===== src/rtl/irq_ctrl.sv =====
// Interrupt controller slave on the data bus.
// Synchronises raw device requests, latches them as level or edge pending
// bits, masks them with ENABLE and drives one registered request to the CPU.
// Software claims the lowest-numbered pending enabled source via CLAIM.
module irq_ctrl #(
  parameter int NSRC = 8
) (
  input  logic            clk_bus,
  input  logic            rst,
  input  logic [NSRC-1:0] irq_src,
  input  logic [7:0]      bus_address,
  input  logic [31:0]     bus_data_i,
  output logic [31:0]     bus_data_o,
  input  logic            bus_read,
  input  logic            bus_write,
  output logic            irq_out
);

  localparam logic [5:0] RegRaw      = 6'h00;
  localparam logic [5:0] RegPending  = 6'h01;
  localparam logic [5:0] RegEnable   = 6'h02;
  localparam logic [5:0] RegEdge     = 6'h03;
  localparam logic [5:0] RegPolarity = 6'h04;
  localparam logic [5:0] RegClaim    = 6'h05;

  logic [NSRC-1:0] syncFirst_q;
  logic [NSRC-1:0] syncSecond_q;
  logic [NSRC-1:0] prevLvl_q;
  logic [NSRC-1:0] pending_q;
  logic [NSRC-1:0] pending_d;
  logic [NSRC-1:0] enable_q;
  logic [NSRC-1:0] edgeSel_q;
  logic [NSRC-1:0] polarity_q;
  logic            irq_q;

  logic [5:0]      wordAddr;
  logic [NSRC-1:0] lvl;
  logic [NSRC-1:0] rise;
  logic [NSRC-1:0] active;
  logic [NSRC-1:0] claimOneHot;
  logic [NSRC-1:0] claimClr;
  logic [NSRC-1:0] w1cClr;
  logic [4:0]      claimId;
  logic            claimRead;
  logic            unused_bits;

  // The low address bits and write data above NSRC carry no meaning here.
  assign unused_bits = ^{bus_address[1:0], bus_data_i[31:NSRC]};

  assign wordAddr    = bus_address[7:2];
  assign lvl         = syncSecond_q ^ polarity_q;
  assign rise        = lvl & ~prevLvl_q;
  assign active      = pending_q & enable_q;
  assign claimOneHot = active & (~active + 1'b1);
  assign claimRead   = bus_read && (wordAddr == RegClaim);
  assign claimClr    = claimRead ? (claimOneHot & edgeSel_q) : '0;
  assign w1cClr      = (bus_write && (wordAddr == RegPending)) ? bus_data_i[NSRC-1:0] : '0;
  assign irq_out     = irq_q;

  // Lowest-index active source wins; id is reported as index+1, 0 for none.
  always_comb begin
    claimId = 5'd0;
    for (int i = NSRC - 1; i >= 0; i--) begin
      if (active[i]) claimId = 5'(i + 1);
    end
  end

  // Level sources mirror lvl; edge sources set on rising edge, set beats clear.
  always_comb begin
    pending_d = '0;
    for (int i = 0; i < NSRC; i++) begin
      if (edgeSel_q[i]) begin
        pending_d[i] = rise[i] | (pending_q[i] & ~(claimClr[i] | w1cClr[i]));
      end else begin
        pending_d[i] = lvl[i];
      end
    end
  end

  // Two-flop synchroniser, edge history, pending and the combined request.
  always_ff @(posedge clk_bus or posedge rst) begin
    if (rst) begin
      syncFirst_q  <= '0;
      syncSecond_q <= '0;
      prevLvl_q    <= '0;
      pending_q    <= '0;
      irq_q        <= 1'b0;
    end else begin
      syncFirst_q  <= irq_src;
      syncSecond_q <= syncFirst_q;
      prevLvl_q    <= lvl;
      pending_q    <= pending_d;
      irq_q        <= |active;
    end
  end

  // Software-writable configuration registers.
  always_ff @(posedge clk_bus or posedge rst) begin
    if (rst) begin
      enable_q   <= '0;
      edgeSel_q  <= '0;
      polarity_q <= '0;
    end else if (bus_write) begin
      case (wordAddr)
        RegEnable:   enable_q   <= bus_data_i[NSRC-1:0];
        RegEdge:     edgeSel_q  <= bus_data_i[NSRC-1:0];
        RegPolarity: polarity_q <= bus_data_i[NSRC-1:0];
        default:     ;
      endcase
    end
  end

  // Read data is combinational and shows pre-write / pre-clear state.
  always_comb begin
    bus_data_o = 32'd0;
    if (bus_read) begin
      case (wordAddr)
        RegRaw:      bus_data_o = {{(32 - NSRC){1'b0}}, lvl};
        RegPending:  bus_data_o = {{(32 - NSRC){1'b0}}, pending_q};
        RegEnable:   bus_data_o = {{(32 - NSRC){1'b0}}, enable_q};
        RegEdge:     bus_data_o = {{(32 - NSRC){1'b0}}, edgeSel_q};
        RegPolarity: bus_data_o = {{(32 - NSRC){1'b0}}, polarity_q};
        RegClaim:    bus_data_o = {27'd0, claimId};
        default:     bus_data_o = 32'd0;
      endcase
    end
  end

endmodule


===== config.mk =====
export PLATFORM = sky130hd
export DESIGN_NAME = irq_ctrl
export DESIGN_NICKNAME = d
export VERILOG_FILES = /design/src/rtl/irq_ctrl.sv
export SDC_FILE = /design/constraint.sdc
export NUM_CORES = 1
export LEC_CHECK = 0
export ABC_AREA = 0
export CAP_MARGIN = 10
export CORE_UTILIZATION = 47
export DETAILED_ROUTE_END_ITERATION = 10
export GPL_TIMING_DRIVEN = 0
export PLACE_DENSITY = 0.8
export SKIP_CTS_REPAIR_TIMING = 1
export SYNTH_ARGS = -nofsm -noshare
export SYNTH_HDL_FRONTEND = slang
export SYNTH_SLANG_ARGS = --single-unit

===== constraint.sdc =====
create_clock -name clk_bus -period 1.95 [get_ports clk_bus]
set_input_delay 0.2925 -clock clk_bus [delete_from_list [all_inputs] [get_ports clk_bus]]
set_output_delay 0.2925 -clock clk_bus [all_outputs]
set_load 0.05 [all_outputs]

==> impl_metrics.csv, run 1 <==
group,metric,value,unit
global_route,grt_max_degree,34,
routing,drtIter0Drc,214,
routing,wl_per_cell,17.34,um
critical_path,required,1.66,ns
logic_synthesis,yosysTopAreaCellShare,50.13,%
global_route,grt_pass1_wl,10.66,mm
logic_synthesis,ys_seq_area_share,50.13,%
logic_synthesis,ys_ff_latch,57,
floorplan,dieArea,6369,um^2
clock_tree,cts_root_buffer,"clkbuf_8",
finish,area_delta_synth_final,31.75,%
floorplan,row_count,27,
logic_synthesis,syn_area_per_cell,11.47,um^2
timing,finClkSkew,0.003907,ns
clock_tree,cts.sinks,57,
placed_design,port_buffers,33,
finish,final_layout_size_suffix_gt1_share,37.43,%
critical_path,arrival,1.96,ns
routing,num_vias,2331,
job,drv_cap,0,
global_route,grt_usage,23.02,%
logic_synthesis,synth_edf_count,0,
finish,antenna_cells,0,
logic_synthesis,synth_area_leader_cell,"dfrtp_1",
routing,postRouteAntennaNets,0,
timing,final.min_clock_period,2.254,ns
routing,vias_per_cell,5.741,
global_route,antenna_found_initial,0,
finish,stdcell_count,406,
power,p_per_area,873.7,nW/um^2
critical_path,cp-start-kind,"flip-flop",
timing,tightest_slew,0.5863,ns
clock_tree,ctsHtreeMaxLevel,3,
timing,fmax,443.7,MHz
timing,rsz0062_at_grt,"true",
placed_design,gp_congestion,0.8893,
run_status,violations,"setup timing",
finish,fillers,452,
logic_synthesis,yosys_most_used_dff,"dfrtp_1",
logic_synthesis,synthCells,248,
floorplan,initial_core_util,50.13,%
logic_synthesis,yosys_warnings,0,
clock_tree,cts_tree,"built",
critical_path,criticalPathCategory,"flip-flop to output port",
routing,drc_errors,0,
timing,setup_violations,7,
routing,dr.pass1.iters,6,
routing,totalWireLength,7.041,mm
timing,worst_slack,-0.3039,ns
global_route,overflow,0,
placed_design,dp_cells,377,
clock_tree,clk_pin_slew_worst_paths,0.06,ns
worst_hold_path,hp-class,"input port to async pin",
placed_design,dp_hpwl,4.705,mm
clock_tree,clkLatencyLatePin,0.34,ns
clock_tree,cts.path.max_buffers,2,
timing,relSlewSlack,60.62,%
floorplan,io_pins,85,
timing,finalSetupTns,-1.247,ns
critical_path,endpoint_kind,"output port",
critical_path,worstPathMaxFanout,5,
logic_synthesis,synthArstFlopShare,100.0,%
logic_synthesis,ys_types,45,
floorplan,core,5675,um^2
timing,hold_viol,0,
timing,slew_violations,0,
clock_tree,cts-buffers-inserted,9,
power,p_leak,1.735,nW
finish,finalNetCount,381,
logic_synthesis,syn_area,2845,um^2
logic_synthesis,yosys-top-cells-area,"dfrtp_1, mux2_2, buf_4",
global_route,grt_pass1_vias,2194,
timing,fin_crit_sh,115.6,%
power,vdd_drop_max,0.4949,mV
floorplan,dieHeight,79.81,um
run_status,status,"complete, but fails checks",
floorplan,die_w,79.81,um
[critical path, cell delays in order (launching register included)]
cell	delay, ns
dfrtp_2	0.43
a222oi_1	0.44
buf_4	0.19
and4_4	0.25
nand2_2	0.05
o21ai_2	0.07
buf_6	0.18
[logic make-up (layout without fill, tap and decap cells)]
logic type             after synthesis  count (layout)  share of synthesized area (%)
AND/OR/NAND/NOR                     69              69                          14.07
AO/OA/AOI/OAI                       49              49                          12.97
other                                1              24                         0.1318
XOR/XNOR                            11              11                          3.386
flip-flops                          57              57                          50.13
buffers and inverters               34              97                          8.268
multiplexers                        27              27                          11.04
[registers in the layout, summed over array words and instances, names as in the netlist]
name          flops
irq_out           1
syncFirst_q       8
enable_q          8
edgeSel_q         8
polarity_q        8
prevLvl_q         8
syncSecond_q      8
pending_q         8
[worst paths after layout]
path | startpoint | to | slack [ns] | depth (start not counted)
worst min-delay path | rst | syncFirst_q[2]$_DFF_PP0_ | 0.32 | 2
max in group asynchronous | rst | pending_q[4]$_DFF_PP0_ | 1.06 | 3
min in group clk_bus | syncFirst_q[5]$_DFF_PP0_ | syncSecond_q[5]$_DFF_PP0_ | 0.35 | 0
worst min register to register | syncFirst_q[5]$_DFF_PP0_ | syncSecond_q[5]$_DFF_PP0_ | 0.35 | 0
worst max-delay path | enable_q[2]$_DFFE_PP0P_ | bus_data_o[2] | -0.30 | 6
worst max register to register | enable_q[2]$_DFFE_PP0P_ | pending_q[4]$_DFF_PP0_ | 0.16 | 5
[synth_stat cells (2+ instances only)]
master	count
a21oi_1	11
a222oi_1	4
a22o_1	9
a22oi_1	5
a2bb2oi_1	3
a31oi_1	2
a32o_1	2
a32oi_1	4
and3_1	4
and4_1	2
buf_2	2
buf_4	26
clkbuf_1	3
dfrtp_1	57
inv_1	2
mux2_1	3
mux2_2	22
nand2_1	25
nand2b_1	7
nand3_1	6
nand4_1	3
nor2_1	2
nor2b_1	4
nor3_1	4
nor3b_1	4
o21ai_0	2
o22ai_1	3
xnor2_1	3
xor2_1	8
[layout by cell type (no fill, tap or decap), drive strengths merged, types with 3 or more instances in the layout]
cell type,instances
dfrtp,57
buf,53
nand2,26
mux2,25
conb,24
clkdlybuf4s50,19
clkbuf,19
a21oi,11
a22o,9
xor2,8
nand2b,7
nand3,6
a22oi,5
nor3,5
and3,4
a32oi,4
nor3b,4
a222oi,4
nor2b,4
a2bb2oi,3
o22ai,3
xnor2,3
nand4,3
[power by group]
part           leakage (nW)  internal (W)  switching, W  total [W]
Sequential            0.697       0.00135      0.000166    0.00152
Combinational         0.935      0.000332      0.000384   0.000716
Clock                 0.102      0.000596      0.000446    0.00104
Total                  1.73       0.00228      0.000995    0.00328
[per-stage QoR]
stage                     util, %  power (W)  cell area, um^2  hold WS (ns)  setup WS [ns]
after floorplan                 -   0.001954             2963        0.3239        -0.1669
after global placement      59.61   0.002116             3383        0.3316         -1.418
after detailed placement    59.96   0.002156             3403        0.3365         -1.473
after CTS                   63.36   0.003204             3596        0.3233         -1.460
after global routing        66.05   0.003413             3749        0.3557        -0.3960
final                       66.05   0.003275             3749        0.3156        -0.3039
[final cells by class]
type,count,area [um^2],share of cell area [%]
multi-input combinational,180,1359,36.25
inverter,2,7.507,0.2003
sequential,57,1433,38.22
clock buffer,14,182.7,4.873
tap,72,90.09,2.403
clock inverter,2,10.01,0.2670
buffer,32,231.5,6.175
timing repair buffer,47,435.4,11.62
[layer usage]
metal / track usage [%] / vias to the layer above / share of wire [%]
li1: - / 1029 / -
met3: 4.114 / 26 / 8.2
met2: 36.58 / 142 / 48
met1: 29.99 / 1134 / 41
met4: 11.96 / 0 / 3.2
met5: 0 / - / 0
Note: power is estimated with default switching activity, not from simulation.
==> run 2, diff against run 1 <==
--- a/config.mk
+++ b/config.mk
@@ -12,6 +12,7 @@
 export GPL_TIMING_DRIVEN = 0
 export PLACE_DENSITY = 0.8
 export SKIP_CTS_REPAIR_TIMING = 1
+export SKIP_LAST_GASP = 1
 export SYNTH_ARGS = -nofsm -noshare
 export SYNTH_HDL_FRONTEND = slang
 export SYNTH_SLANG_ARGS = --single-unit
==> run 2 against run 1 <==
Compared with the run above: global-route usage stayed put; clock power about the same; setup slack better by 0.021 ns; cell count unchanged; die area stayed put; the run still ends with setup timing left; non-clock buffer count stayed put; fmax rose by 0.93%; combinational power barely moved; sequential share of layout area down 0.084 points.
==> impl_metrics.csv, run 2 (synthesis gave the netlist of run 1 again) <==
group,metric,value,unit
timing,slew_violations,0,
clock_tree,cts.path.max_buffers,2,
floorplan,initial_core_util,50.13,%
clock_tree,cts-buffers-inserted,9,
timing,finClkSkew,0.004397,ns
critical_path,endpoint_kind,"output port",
critical_path,arrival,1.94,ns
routing,num_vias,2309,
finish,area_delta_synth_final,31.93,%
floorplan,dieArea,6369,um^2
global_route,antenna_found_initial,0,
routing,dr.pass1.iters,5,
global_route,grt_max_degree,34,
routing,wl_per_cell,17.23,um
floorplan,io_pins,85,
placed_design,place_area,3403,um^2
finish,layout_common_cells,"dfrtp_1, buf_4, conb_1, nand2_1, mux2_2",
finish,antenna_cells,0,
global_route,grt_pass1_wl,10.66,mm
critical_path,regToRegSetupSlack,0.20,ns
clock_tree,cts_root_buffer,"clkbuf_8",
clock_tree,clkLatencyLatePin,0.34,ns
worst_hold_path,hp-class,"input port to async pin",
clock_tree,ctsHtreeMaxLevel,3,
clock_tree,clk_pin_slew_worst_paths,0.06,ns
critical_path,max_stage_delay,0.43,ns
placed_design,dp_hpwl,4.705,mm
run_status,status,"complete, but fails checks",
timing,rsz0062_at_grt,"true",
finish,fillers,453,
critical_path,cp_cell_sequence,"a222oi_1 -> buf_4 -> and4_4 -> nand2_1 -> o21ai_2 -> buf_6",
critical_path,crit_buf_inv,2,
critical_path,criticalPathCategory,"flip-flop to output port",
finish,final_core_util,66.14,%
floorplan,die_w,79.81,um
critical_path,worst_path_dominant_cell_family,"compound AO/OA/AOI/OAI gates",
power,p_per_area,872.3,nW/um^2
global_route,grt_pass1_vias,2194,
floorplan,row_count,27,
timing,fin_crit_sh,114.5,%
floorplan,core,5675,um^2
floorplan,dieHeight,79.81,um
finish,final_common_cell,"dfrtp_1",
placed_design,gp_congestion,0.8893,
finish,fin_area,3754,um^2
timing,relSlewSlack,62.04,%
job,drv_cap,0,
routing,drtIter0Drc,245,
timing,final.min_clock_period,2.233,ns
placed_design,port_buffers,33,
global_route,grt_usage,23.02,%
run_status,violations,"setup timing",
routing,met2WireLength,3.328,mm
critical_path,slowest_stage,"dfrtp_2",
timing,worst_slack,-0.2830,ns
routing,vias_per_cell,5.687,
critical_path,required,1.66,ns
critical_path,worstPathMaxFanout,5,
timing,hold_viol,0,
routing,routed.top_layer,"met4",
clock_tree,cts_tree,"built",
timing,setup_violations,8,
finish,final_layout_size_suffix_gt1_share,35.33,%
timing,tightest_slew,0.5650,ns
routing,postRouteAntennaNets,0,
routing,wl_met3,542,um
finish,finalNetCount,381,
power,p_leak,1.750,nW
timing,fmax,447.8,MHz
routing,wirelength_met1,2.925,mm
clock_tree,cts.sinks,57,
global_route,overflow,0,
critical_path,cp-start-kind,"flip-flop",
routing,drc_errors,0,
power,vdd_drop_max,0.4963,mV
routing,totalWireLength,6.996,mm
-- run 2: changes by cell type in the layout (fill, tap and decap cells not counted), moves of 2 or more --
cell	before	now
dlymetal6s2s_1	2	4
clkbuf_2	5	3
nand2_2	4	2
nand2_1	21	23
-- run 2: routing by layer --
layer  track usage [%]  up-vias
li1                  -     1031
met1             29.99     1125
met2             36.58      130
met3             4.114       23
met5                 0        -
met4             11.96        0
-- run 2: path summary, 6_finish.rpt --
| kind | startpoint | depth (start not counted) | end |
|---|---|---|---|
| worst max-delay path | enable_q[2]$_DFFE_PP0P_ | 6 | bus_data_o[2] |
| worst min-delay path | rst | 2 | syncFirst_q[2]$_DFF_PP0_ |
| worst max register to register | enable_q[2]$_DFFE_PP0P_ | 5 | pending_q[4]$_DFF_PP0_ |
| worst min register to register | syncFirst_q[5]$_DFF_PP0_ | 0 | syncSecond_q[5]$_DFF_PP0_ |
| max in group asynchronous | rst | 3 | pending_q[4]$_DFF_PP0_ |
| min in group clk_bus | syncFirst_q[5]$_DFF_PP0_ | 0 | syncSecond_q[5]$_DFF_PP0_ |
-- run 2: through the flow --
step                      hold slack, ns  total power [W]  cells  TNS, ns  setup slack, ns
after floorplan                   0.3239         0.001954    271  -0.6348          -0.1669
after global placement            0.3316         0.002116    376   -66.32           -1.418
after detailed placement          0.3365         0.002156    377   -24.84           -1.473
after CTS                         0.3233         0.003204    393   -13.47           -1.460
after global routing              0.3557         0.003411    406   -1.900          -0.3960
final                             0.3130         0.003274    406   -1.403          -0.2830
-- run 2: report_power, final --
group / internal [W] / switching (W) / leakage, nW
logic: 0.000334 / 0.000379 / 0.949
clock network: 0.000596 / 0.000448 / 0.102
registers: 0.00135 / 0.000166 / 0.698
-- run 2: layout make-up --
type / instances / area, um^2 / share of cell area, %
inverter: 2 / 7.507 / 0.2000
sequential: 57 / 1431 / 38.13
buffer: 32 / 231.5 / 6.167
clock inverter: 2 / 10.01 / 0.2667
multi-input combinational: 180 / 1349 / 35.93
clock buffer: 14 / 182.7 / 4.867
timing repair buffer: 47 / 451.7 / 12.03
tap: 72 / 90.09 / 2.400
